===== src/rtl/instr_mem_loader.sv =====
// RV32I instruction encoder and byte-serial instruction memory loader.
// Assembles a machine word from decoded fields, then writes it LE, 1 byte/cycle.
module instr_mem_loader #(
  parameter int          ADDR_W    = 8,
  parameter int unsigned BASE_ADDR = 0
) (
  input  logic              clk,
  input  logic              reset,
  input  logic              in_valid,
  output logic              in_ready,
  input  logic [2:0]        in_type,
  input  logic [4:0]        rd,
  input  logic [4:0]        rs1,
  input  logic [4:0]        rs2,
  input  logic [2:0]        funct3,
  input  logic              funct7b5,
  input  logic [31:0]       imm,
  input  logic              clear,
  output logic              mem_we,
  output logic [ADDR_W+1:0] mem_addr,
  output logic [7:0]        mem_wdata,
  output logic              busy,
  output logic              err
);

  localparam logic [ADDR_W-1:0] BASE = ADDR_W'(BASE_ADDR);

  localparam logic [6:0] OP_R = 7'b0110011;
  localparam logic [6:0] OP_L = 7'b0000011;
  localparam logic [6:0] OP_I = 7'b0010011;
  localparam logic [6:0] OP_S = 7'b0100011;
  localparam logic [6:0] OP_B = 7'b1100011;

  typedef enum logic [2:0] {IDLE, WR0, WR1, WR2, WR3} state_t;

  state_t            state;
  logic [ADDR_W-1:0] word_addr;
  logic [ADDR_W-1:0] next_addr;
  logic [31:0]       word;
  logic [31:0]       enc;
  logic              legal;

  // upper immediate bits never reach any instruction format
  logic unused_imm;
  assign unused_imm = ^imm[31:13];

  assign next_addr = word_addr + 1'b1;
  assign in_ready  = (state == IDLE) && !clear;

  // combinational encoder: field bundle -> machine word
  always_comb begin
    enc   = '0;
    legal = 1'b1;
    case (in_type)
      3'd0: enc = {(funct7b5 ? 7'b0100000 : 7'b0), rs2, rs1,
                   funct3, rd, OP_R};
      3'd1: enc = {imm[11:0], rs1, funct3, rd, OP_L};
      3'd2: begin
        if (funct3 == 3'b101)
          enc = {1'b0, funct7b5, 5'b0, imm[4:0], rs1, funct3, rd, OP_I};
        else if (funct3 == 3'b001)
          enc = {7'b0, imm[4:0], rs1, funct3, rd, OP_I};
        else
          enc = {imm[11:0], rs1, funct3, rd, OP_I};
      end
      3'd3: enc = {imm[11:5], rs2, rs1, funct3, imm[4:0], OP_S};
      3'd4: enc = {imm[12], imm[10:5], rs2, rs1, funct3,
                   imm[4:1], imm[11], OP_B};
      default: legal = 1'b0;
    endcase
  end

  // sequencer: outputs are registered one step ahead, so state WRk shows byte k
  always_ff @(posedge clk or posedge reset) begin
    if (reset) begin
      state     <= IDLE;
      word_addr <= BASE;
      word      <= '0;
      mem_we    <= 1'b0;
      mem_addr  <= {BASE, 2'b00};
      mem_wdata <= '0;
      busy      <= 1'b0;
      err       <= 1'b0;
    end else begin
      err <= 1'b0;
      case (state)
        IDLE: begin
          if (clear) begin
            word_addr <= BASE;
            mem_addr  <= {BASE, 2'b00};
          end else if (in_valid) begin
            if (legal) begin
              word      <= enc;
              state     <= WR0;
              mem_we    <= 1'b1;
              busy      <= 1'b1;
              mem_addr  <= {word_addr, 2'b00};
              mem_wdata <= enc[7:0];
            end else begin
              err <= 1'b1;
            end
          end
        end
        WR0: begin
          state     <= WR1;
          mem_addr  <= {word_addr, 2'b01};
          mem_wdata <= word[15:8];
        end
        WR1: begin
          state     <= WR2;
          mem_addr  <= {word_addr, 2'b10};
          mem_wdata <= word[23:16];
        end
        WR2: begin
          state     <= WR3;
          mem_addr  <= {word_addr, 2'b11};
          mem_wdata <= word[31:24];
        end
        WR3: begin
          state     <= IDLE;
          mem_we    <= 1'b0;
          busy      <= 1'b0;
          mem_wdata <= '0;
          word_addr <= next_addr;
          mem_addr  <= {next_addr, 2'b00};
        end
        default: state <= IDLE;
      endcase
    end
  end

endmodule


===== config.mk =====
export PLATFORM = sky130hd
export DESIGN_NAME = instr_mem_loader
export DESIGN_NICKNAME = d
export VERILOG_FILES = /design/src/rtl/instr_mem_loader.sv
export SDC_FILE = /design/constraint.sdc
export NUM_CORES = 1
export LEC_CHECK = 0
export CORE_MARGIN = 2
export CORE_UTILIZATION = 51
export CTS_CLUSTER_SIZE = 28
export DETAILED_ROUTE_END_ITERATION = 8
export MAX_ROUTING_LAYER = met4
export PLACE_DENSITY = 0.92
export SLEW_MARGIN = 20
export SYNTH_ARGS = -nofsm -noshare
export SYNTH_HDL_FRONTEND = slang
export SYNTH_SLANG_ARGS = --single-unit

===== constraint.sdc =====
create_clock -name clk -period 5.5 [get_ports clk]
set_input_delay 1.1 -clock clk [delete_from_list [all_inputs] [get_ports clk]]
set_output_delay 1.1 -clock clk [all_outputs]
set_load 0.005 [all_outputs]

### Word-level counts from Yosys, hierarchy flattened

Index checks and enable logic that the tools add are counted.

| cells by class | value |
|---|---|
| add/sub/neg operators | 1 |
| equality and inequality tests | 16 |
| multiplexer cells | 27 |
| bitwise logic cells | 1 |
| reductions and logical operators | 13 |

Operators by type and width:

| kind | count |
|---|---|
| 32-bit one-hot mux with 5 select lines | 1 |
| 32-bit 2-to-1 mux | 2 |
| 10-bit one-hot mux with 5 select lines | 1 |
| 8-bit one-hot mux with 5 select lines | 1 |
| 8-bit 2-to-1 mux | 4 |
| 10-bit 2-to-1 mux | 3 |
| 8-bit one-hot mux with 2 select lines | 1 |
| 3-bit by 2-bit equality test with 1-bit output (second input constant) | 4 |
| 3-bit one-hot mux with 4 select lines | 1 |
| 4-bit AND reduction | 3 |
| 3-bit by 1-bit equality test with 1-bit output (second input constant) | 3 |
| 3-bit equality test (second input constant) | 3 |
| 3-bit 2-to-1 mux | 3 |
| 8-bit by 1-bit adder with 8-bit output (second input constant) | 1 |
| 1-bit 2-to-1 mux | 8 |
| 2-bit != test (second input constant) | 4 |
| 3-bit logical NOT | 2 |
| 6-bit 2-to-1 mux | 1 |
| 3-bit != test (second input constant) | 2 |
| 3-bit AND reduction | 2 |
| 5-bit nonzero test | 1 |
| 5-bit OR reduction | 1 |
| 1-bit one-hot mux with 2 select lines | 1 |
| 2-bit AND reduction | 1 |
| other kinds (4) | 4 |

| word-level totals | value |
|---|---|
| bits in registers | 63 |
| input port bits | 58 |
| word-level logic and storage cells | 65 |

### Longest topological paths before layout

| depth | value |
|---|---|
| word-level depth | 8 |
| depth in mapped cells | 6 |
| gate-level depth less buffers | 5 |

### Least setup slack after synthesis

OpenSTA, ideal clock, no wires.

| timing | value |
|---|---|
| path kind | in2out |
| start | in clear |
| end | out in_ready |
| arrival time | 1.633 ns |
| required time | 4.400 ns |
| slack | 2.767 ns |
| stages on the path | 2 |
| cell sequence | or4_4 -> inv_2 |

| between the ends | value |
|---|---|
| cells in the longest elaborated chain, start to end | 2 |

RTL lines:

| element | RTL line | RTL |
|---|---|---|
| from (decl) | 18 | `input logic clear,` |
| 1-bit logical NOT | 48 | `assign in_ready = (state == IDLE) && !clear;` |
| 1-bit logical AND | 48 |  |
| to (decl) | 10 | `output logic in_ready,` |

No other way between the ends.

### Final worst setup path

Same ends and word-level chain as after synthesis.

==> results.md <==
* Status: completed
* CTS sink cnt at 55
* DIE HEIGHT at 78.2 microns
* Starting density of the core at 0.519
* DR DRC count at 0
* Vias per cell at 5.69
* Max clock buf depth at 2
* Most used DFF post-synth: dfrtp_1
* Post-Route WL at 5980 microns
* Seq cells post-synth at 55
* Static Leak at between 1.5 and 2 nW
* CTS clk-pin slew, worst paths at 90 ps
* Clk_lat worst skew at 310 ps
* Unique masters post-synth at between 50 and 60
* Worst path slowest cell: clkdlybuf4s50_1
* Vias at 2,298
* Drt wl/cell at 14.8 microns
* Synth Area in Compound Gates at 0.206
* Min-delay src: word[23]
* R2R Path End: word[17]
* PostCTS Resize Cnt at 0
* Core area at 0.00541 sq mm
* Fmax achieved at 0.264 GHz
* Hold crit path type: reg -> reg
* Dpl ws at 1720 ps
* Final Wtd Congestion at just under 0.9
* Syn Std Cell Area at approximately 0.0028 sq mm
* FFs w/ async S/R, synth at 1.00
* Final Hold Vio Count at 0
* Family with the most delay on the worst path: buffers and inverters
* Die Footprint at 0.00611 sq mm
* Reg2Reg Setup Slack at 3160 ps
* FP Rows at 27
* First-pass GRT wire length at around 10,000 microns
* Maximum fanout along the worst path at 7
* CP bufs+invs at 3
* Register-to-Register Path Depth at 4
* Metal1 wirelength at 2770 microns
* Largest family of logic cells by synthesized area: compound AO/OA/AOI/OAI gates
* TNS Setup at 0 ps
* RSZ-0062 raised after global routing: false
* Synth Area in Adders at 0.00446
* CTS tree: built
* Yosys warns at 0
* Inserted Diodes at 0
* Postcts setup bufs at 0
* Crit-path cells: clkdlybuf4s50_1 -> or4_4 -> inv_2 -> clkdlybuf4s50_1
* Worst-Margin Slew at slightly above 900 ps
* I/O Buffers at 60
* Synth Instances at around 280
* Remaining global-route overflow at 0
* Synth area leader: dfrtp_1
* R2R Path Start: state[2]
* Worst path depth at 4
* Yosys top cell area share at 0.491
* Fraction of layout cells with a size suffix above 1 at 0.0994
* Met3 WL at 257 microns
* TritonCTS Buffers at 5
* CP Data Arrival Time at roughly 2700 ps
* Die X at between 70 and 80 microns
* Synth Area in Simple Gates at 0.150
* Max incr delay on CP at about 500 ps
* Initial DRC Count at about 170
* Max_slew headroom at 0.387
* Total track usage at 0.218
* CTS root buf: clkbuf_8
* Max cap viols at 0
* Largest net degree at the start of global routing at between 50 and 60
* Top cells by count, synth: 55 x dfrtp_1, 35 x nand2_1, 33 x o21ai_0, 15 x a21oi_1, 12 x nor2_1
* Mapped Nets at 338
* Setup ws final at around 1700 ps
* Xor/xnor cell area share of the yosys netlist at 0.0125
* Post-DP HPWL at 4360 microns
* Worst Setup Path Type: in -> out
* WHS Path Cells at 2
* Setup violations, final at 0
* DRT antenna net count at 0
* Area delta synth->final at 27.0%
* Fin crit period at 3790 ps
* Critical Path Most Common Cell: clkdlybuf4s50_1
* First-pass iteration count of the detailed router at 5
* Count leader, synth: dfrtp_1
* Data required, critical path at around 4400 ps
* Pwr dens at ~460 mW/mm^2
* Average size of a mapped cell at approximately 10 sq um
* Seq/Total Area, Yosys at 0.491
* Clock skew at 5.43 ps
* Fin crit share at 0.689
* Htree depth at 2
* Met2 Routed Length at 2840 microns
* Crit path launch type: input pin
* Post-synthesis mux area share at 0.0981
* Number of global-route vias before repair at 2,223
* Final max-slew violation count at 0
* Power Total at roughly 0.0016 W
* Fin nets at 390
* WHS Endpoint: word[23]
* Hold-fix buffers at CTS at 0
* Largest cells by area after synthesis: dfrtp_1 49%, o21ai_0 5.9%, nand2_1 4.7%
* Number of flops mapped to enable cells by yosys at 0
* Maximum VDD drop at 0.214 mV
* Top-Level Pins at 80
* Highest Signal Layer: met4
* Initial antenna violation count at 0
* Crit end category: output port
[flip-flops by register name, indices dropped and copies added (netlist names)]
| signal | cells |
|---|---|
| busy | 1 |
| err | 1 |
| mem_addr | 10 |
| mem_wdata | 8 |
| state | 3 |
| word | 24 |
| word_addr | 8 |
[report_power, final]
part           switching [W]  internal [W]
sequential          0.000145      0.000559
clock               0.000129      0.000182
combinational       0.000270      0.000349
[worst max-delay path by stage]
| stage | slack (ps) | to | from |
|---|---|---|---|
| finish | 1710 | in_ready | clear |
| global placement | 1730 | in_ready | clear |
| detailed placement | 1720 | in_ready | clear |
| floorplan | 2770 | in_ready | clear |
| global route | 1670 | in_ready | clear |
| CTS | 1710 | in_ready | clear |
[cell families (layout without fill, tap and decap cells)]
kind of cell / count (synthesis) / count (layout)
DFF: 55 / 55
xor gates and xnor gates: 4 / 4
and+or+nand+nor: 84 / 84
AOI/OAI and AO/OA: 89 / 89
muxes: 21 / 21
adders and majority gates: 1 / 1
buffers and inverters: 25 / 78
[cell usage in the layout, fill, tap and decap left out, drive strengths merged, types with 2 or more instances in the layout]
cell type,netlist,routed
nor2,12,12
xnor2,2,2
clkbuf,11,6
nand2,35,35
nor3b,2,2
mux2i,5,5
xor2,2,2
bufinv,0,2
inv,9,8
nor3,7,7
nand4,3,3
or3,2,2
mux2,14,14
o211a,2,2
nand3,6,6
nor2b,5,5
mux4,2,2
nand2b,4,4
or3b,2,2
clkdlybuf4s50,0,60
dfrtp,55,55
o21ai,35,35
a22o,6,6
a211o,4,4
a31oi,4,4
a21oi,16,16
o21bai,3,3
a22oi,10,10
[metal layers]
layer	up-vias	global-route usage
met5	-	-
met4	0	0.0737
met3	9	0.0448
met2	64	0.346
met1	1113	0.281
li1	1112	-
[worst min-delay path: stages, from the launching register on]
cell	delay, ps
dfrtp_1	350
nand2_1	50
o21ai_0	60
[per-stage QoR]
stage | cells | cell area (sq um) | utilization | hold WS (ps)
3_5_place_dp | 396 | 3430 | 0.634 | 471
3_3_place_gp | 396 | 3430 | 0.634 | 453
2_1_floorplan | 279 | 2810 | - | 441
4_1_cts | 404 | 3560 | 0.659 | 493
5_1_grt | 404 | 3560 | 0.659 | 522
6_report | 404 | 3560 | 0.659 | 489
[layout make-up]
class	count	area, sq um
clock buffers	6	72.6
clock inverters	2	60.1
fillers	457	1840
inverters	9	35.0
multi-input cells	199	1320
flip-flops and latches	55	1380
well taps	72	90.1
repair buffers	61	608
Power figures use the tool's default switching activity.
